[src/rtl/noc_link_pipe.sv]
// Credit-based unidirectional mesh link: retiming stages feeding a first-word
// fall-through receive FIFO, with delivery/stall statistics and a border tie-off mode.
module noc_link_pipe #(
    parameter int FLIT_WIDTH = 32,
    parameter int STAGES     = 2,
    parameter int BUF_DEPTH  = 8,
    parameter int GROUNDED   = 0,
    parameter int CNT_WIDTH  = 16
) (
    input  logic                  clock,
    input  logic                  reset,
    input  logic                  rx_i,
    input  logic [FLIT_WIDTH-1:0] data_i,
    output logic                  credit_o,
    output logic                  tx_o,
    output logic [FLIT_WIDTH-1:0] data_o,
    input  logic                  credit_i,
    output logic [CNT_WIDTH-1:0]  flit_count,
    output logic [CNT_WIDTH-1:0]  stall_count,
    output logic                  overflow_err
);

    generate
        if (GROUNDED != 0) begin : g_gnd
            logic unused;
            assign unused       = ^{clock, reset, rx_i, data_i, credit_i};
            assign credit_o     = 1'b0;
            assign tx_o         = 1'b0;
            assign data_o       = '0;
            assign flit_count   = '0;
            assign stall_count  = '0;
            assign overflow_err = 1'b0;
        end else begin : g_link
            localparam int PW = (BUF_DEPTH > 1) ? $clog2(BUF_DEPTH) : 1;
            localparam int CW = $clog2(BUF_DEPTH + 1);

            logic                  accept, pop, push;
            logic [FLIT_WIDTH-1:0] push_data;
            logic [FLIT_WIDTH-1:0] mem [BUF_DEPTH];
            logic [PW-1:0]         wr_ptr, rd_ptr;
            logic [CW-1:0]         cnt, occ;
            logic [CW:0]           occ_next;

            assign accept   = rx_i & credit_o;
            assign pop      = tx_o & credit_i;
            assign tx_o     = (cnt != '0);
            assign data_o   = tx_o ? mem[rd_ptr] : '0;
            // occ counts pipe stages too, so every flit in flight already owns a buffer slot
            assign occ_next = (CW+1)'(occ) + (CW+1)'(accept) - (CW+1)'(pop);

            if (STAGES > 0) begin : g_pipe
                logic [STAGES:1]                 vld_pipe;
                logic [STAGES:1][FLIT_WIDTH-1:0] dat_pipe;

                always_ff @(posedge clock) begin
                    if (reset) begin
                        vld_pipe <= '0;
                        dat_pipe <= '0;
                    end else begin
                        vld_pipe[1] <= accept;
                        dat_pipe[1] <= data_i;
                        for (int s = 2; s <= STAGES; s++) begin
                            vld_pipe[s] <= vld_pipe[s-1];
                            dat_pipe[s] <= dat_pipe[s-1];
                        end
                    end
                end

                assign push      = vld_pipe[STAGES];
                assign push_data = dat_pipe[STAGES];
            end else begin : g_nopipe
                assign push      = accept;
                assign push_data = data_i;
            end

            always_ff @(posedge clock) begin
                if (push) mem[wr_ptr] <= push_data;
            end

            always_ff @(posedge clock) begin
                if (reset) begin
                    wr_ptr       <= '0;
                    rd_ptr       <= '0;
                    cnt          <= '0;
                    occ          <= '0;
                    credit_o     <= 1'b0;
                    flit_count   <= '0;
                    stall_count  <= '0;
                    overflow_err <= 1'b0;
                end else begin
                    if (push)
                        wr_ptr <= (wr_ptr == PW'(BUF_DEPTH-1)) ? '0 : wr_ptr + PW'(1);
                    if (pop)
                        rd_ptr <= (rd_ptr == PW'(BUF_DEPTH-1)) ? '0 : rd_ptr + PW'(1);
                    cnt      <= cnt + CW'(push) - CW'(pop);
                    occ      <= occ_next[CW-1:0];
                    credit_o <= (occ_next < (CW+1)'(BUF_DEPTH));
                    if (rx_i && !credit_o)
                        overflow_err <= 1'b1;
                    if (pop)
                        flit_count <= flit_count + CNT_WIDTH'(1);
                    if (tx_o && !credit_i && (stall_count != '1))
                        stall_count <= stall_count + CNT_WIDTH'(1);
                end
            end
        end
    endgenerate

endmodule

[config.mk]
export PLATFORM = sky130hd
export DESIGN_NAME = noc_link_pipe
export DESIGN_NICKNAME = d
export VERILOG_FILES = /design/src/rtl/noc_link_pipe.sv
export SDC_FILE = /design/constraint.sdc
export NUM_CORES = 1
export LEC_CHECK = 0
export ABC_CLOCK_PERIOD_IN_PS = 4000
export CAP_MARGIN = 10
export CORE_MARGIN = 5
export CORE_UTILIZATION = 36
export DETAILED_ROUTE_END_ITERATION = 8
export PLACE_DENSITY = 0.64
export SLEW_MARGIN = 5
export SYNTH_ARGS = -nofsm -noshare
export SYNTH_HDL_FRONTEND = slang
export SYNTH_SLANG_ARGS = --single-unit
[constraint.sdc]
create_clock -name clock -period 4 [get_ports clock]
set_clock_uncertainty 0.05 [all_clocks]
set_input_delay 0.8 -clock clock [delete_from_list [all_inputs] [get_ports clock]]
set_output_delay 0.8 -clock clock [all_outputs]
set_load 0.01 [all_outputs]
==> impl_metrics.tcl <==
set metrics [dict create \
    p_leak_nw 5.58 \
    area_growth_pct 21.6 \
    die-area_mm2 0.0430 \
    worstSetupStartpointType "flop" \
    worst_ep_arrival_time_ps 2830 \
    swShare_pct 25.2 \
    cts_tree "yes" \
    gp_congestion 0.749 \
    ys_seq_elements 373 \
    via_per_inst 4.82 \
    p_int_w 0.00732 \
    grt_util_met3_pct 3.04 \
    crit_buf_inv 2 \
    wl_per_cell_um 18.3 \
    seq_power_share_pct 44.5 \
    antenna_found_initial 2 \
    insertion_delay_ps 530 \
    hp-class "flop to flop" \
    post_cts_buffers 0 \
    synth_area_mm2 0.0140 \
    grt_max_degree 72 \
    crit_family "buffers and inverters" \
    yosys.area.top_type "edfxtp_1" \
    p_per_area_mw_per_mm2 574 \
    crit_required_ps 3150 \
    cp_slowest_cell "mux4_2" \
    synth_top_area_share_pct 54.8 \
    ios 103 \
    synth_cells 842 \
    tns_ps 0 \
    slowest_delay_ps 540 \
    diodes 0 \
    rsz0062_at_grt "false" \
    grtUsageTotal_pct 12.9 \
    max_freq_mhz 272 \
    ir_drop_mv 0.281 \
    endpoint_kind "output port" \
    setup_slack_ps 320 \
    use_met1_pct 17.4 \
    met2_usage_pct 21.3 \
    relSlewSlack_pct 43.8 \
    min_path_cells 1 \
    initial_core_util_pct 36.4 \
    slew_violations 0 \
    grt_pass1_wl_um 44500 \
    r2r_start "g_link.cnt[2]" \
    cts_root_buf "clkbuf_16" \
    period_needed_ps 3680 \
    synthArstFlopShare_pct 0 \
    vias 7295 \
    syn_area_per_cell_um2 16.7 \
    yosysUniqueCellTypes 52 \
    status "complete, no violations" \
    core_area_mm2 0.0386 \
    critical_path.cell_chain "buf_12, mux4_2, mux2i_1, nor2_1, clkdlybuf4s50_1" \
    timing.final.crit_share_pct 92.0 \
    worstHoldStart "g_link.g_pipe.dat_pipe[11]" \
    final_cell_mix "edfxtp_1 (256), dfxtp_1 (114), clkdlybuf4s50_1 (101)" \
    clock_power_share_pct 36.6 \
    die_x_um 207 \
    numClockSinks 373 \
    overflow 0 \
    htreeDepth 2 \
    numCtsBuffers 40 \
    drtPass1Iterations 4 \
    worstSetupPathType "flop to output port" \
    post-dp-hpwl_um 16200 \
    switchingPower_w 0.00246 \
    combPwrFrac_pct 18.9 \
    first_global_vias 7852 \
    ys_top_cells_by_area "edfxtp_1 (55%), dfxtp_1 (17%), mux4_2 (10%), nor2b_1 (3.2%), mux2i_1 (2.6%)" \
    fin_nets 1018 \
    port_buffers 102 \
    finalSetupViolCount 0 \
    gr-max-usage-layer "met2" \
    rows 72 \
    drt_wl_total_um 27700 \
    critical_path.max_fanout 40 \
    ant_nets 0 \
    cp.depth 5 \
    cts_resized 0 \
    synth_edf_count 256 \
    hold_viol_final 0 \
    ys.flop_type "edfxtp_1" \
    clkTransAtPathRegs_ps 60 \
    die_h_um 207 \
    mostFrequentLayoutCell "edfxtp_1" \
    remaining_drc_errors 0 \
    tightest_slew_ps 840 \
    yosys_warnings 0 \
    drv_cap 0 \
    place_ws_ps 618 \
    drive_above_1_share_pct 17.2 \
    synth.net_count 894 \
    drt-initial-drc-count 316 \
    seq_area_frac_synth_pct 71.5 \
    r2r_cells 15 \
    postCtsHoldBufs 0 \
    clockBufferDepth 3 \
]
## worst paths after layout
path,to,slack (ps)
worst max register to register,credit_o,1100
worst max-delay path,data_o[25],320
worst min register to register,g_link.push_data[11],380
worst min-delay path,g_link.push_data[11],380
## area by class of cell
class / count / area (um^2)
Fill cell: 3480 / 21500
Sequential cell: 373 / 10000
Multi-Input combinational cell: 411 / 3810
Timing Repair Buffer: 122 / 1190
Clock buffer: 50 / 1090
Tap cell: 518 / 648
Clock inverter: 23 / 204
Inverter: 18 / 67.6
## state kept, by name, summed over array words and instances (netlist names), named ones only
| signal | flops |
|---|---|
| overflow_err | 1 |
| flit_count | 16 |
| g_link.push_data | 32 |
| stall_count | 16 |
| g_link.rd_ptr | 3 |
| g_link.g_pipe.vld_pipe | 2 |
| g_link.occ | 4 |
| g_link.mem | 256 |
| g_link.wr_ptr | 3 |
| g_link.g_pipe.dat_pipe | 32 |
| credit_o | 1 |
| g_link.cnt | 4 |
## cells in the mapped netlist (4+ instances only)
master,number
a21oi_1,23
nand2_1,23
ha_1,14
clkbuf_1,21
nor3_1,11
inv_1,16
o31ai_1,4
buf_2,8
a211oi_1,4
mux4_2,64
dfxtp_1,117
nor2b_1,72
o21ai_1,5
and2_1,5
nor2_1,62
nand4_1,8
nand3_1,12
or3_1,8
xor2_1,4
xnor2_1,9
buf_1,9
edfxtp_1,256
or4_1,6
mux2i_1,36
## per-layer routing
layer | wire (um) | part of all wire [%]
met3 | 1390 | 5.0
met5 | 38 | 0.14
met1 | 12200 | 44
met4 | 461 | 1.7
met2 | 13600 | 49
## kinds of logic (layout without fill, tap and decap cells)
group	count (synthesis)	in the layout	share of synthesized area [%]
simple gates	230	230	9.07
buf+inv	58	213	1.70
mux	103	103	13.1
xor+xnor	13	13	0.812
compound gates	49	49	2.25
fa+ha+maj	16	16	1.54
flops	373	373	71.5
## through the flow
step	util [%]	hold slack, ps	area, um^2	cells	total power [W]
floorplan	-	364	14000	842	0.00557
global placement	40.9	370	15800	1442	0.00631
detailed placement	40.9	377	15800	1442	0.00634
CTS	44.2	387	17100	1515	0.00995
global route	44.2	408	17100	1515	0.0103
finish	44.2	382	17100	1515	0.00978
## power groups by stage
stage / registers, W / clock network (W) / logic [W]
global placement: 0.00443 / 0 / 0.00188
CTS: 0.00436 / 0.00369 / 0.00191
global route: 0.00437 / 0.00386 / 0.00205
floorplan: 0.00436 / 0 / 0.00121
detailed placement: 0.00444 / 0 / 0.00190
finish: 0.00435 / 0.00358 / 0.00185
Note: power is estimated with default switching activity, not from simulation.
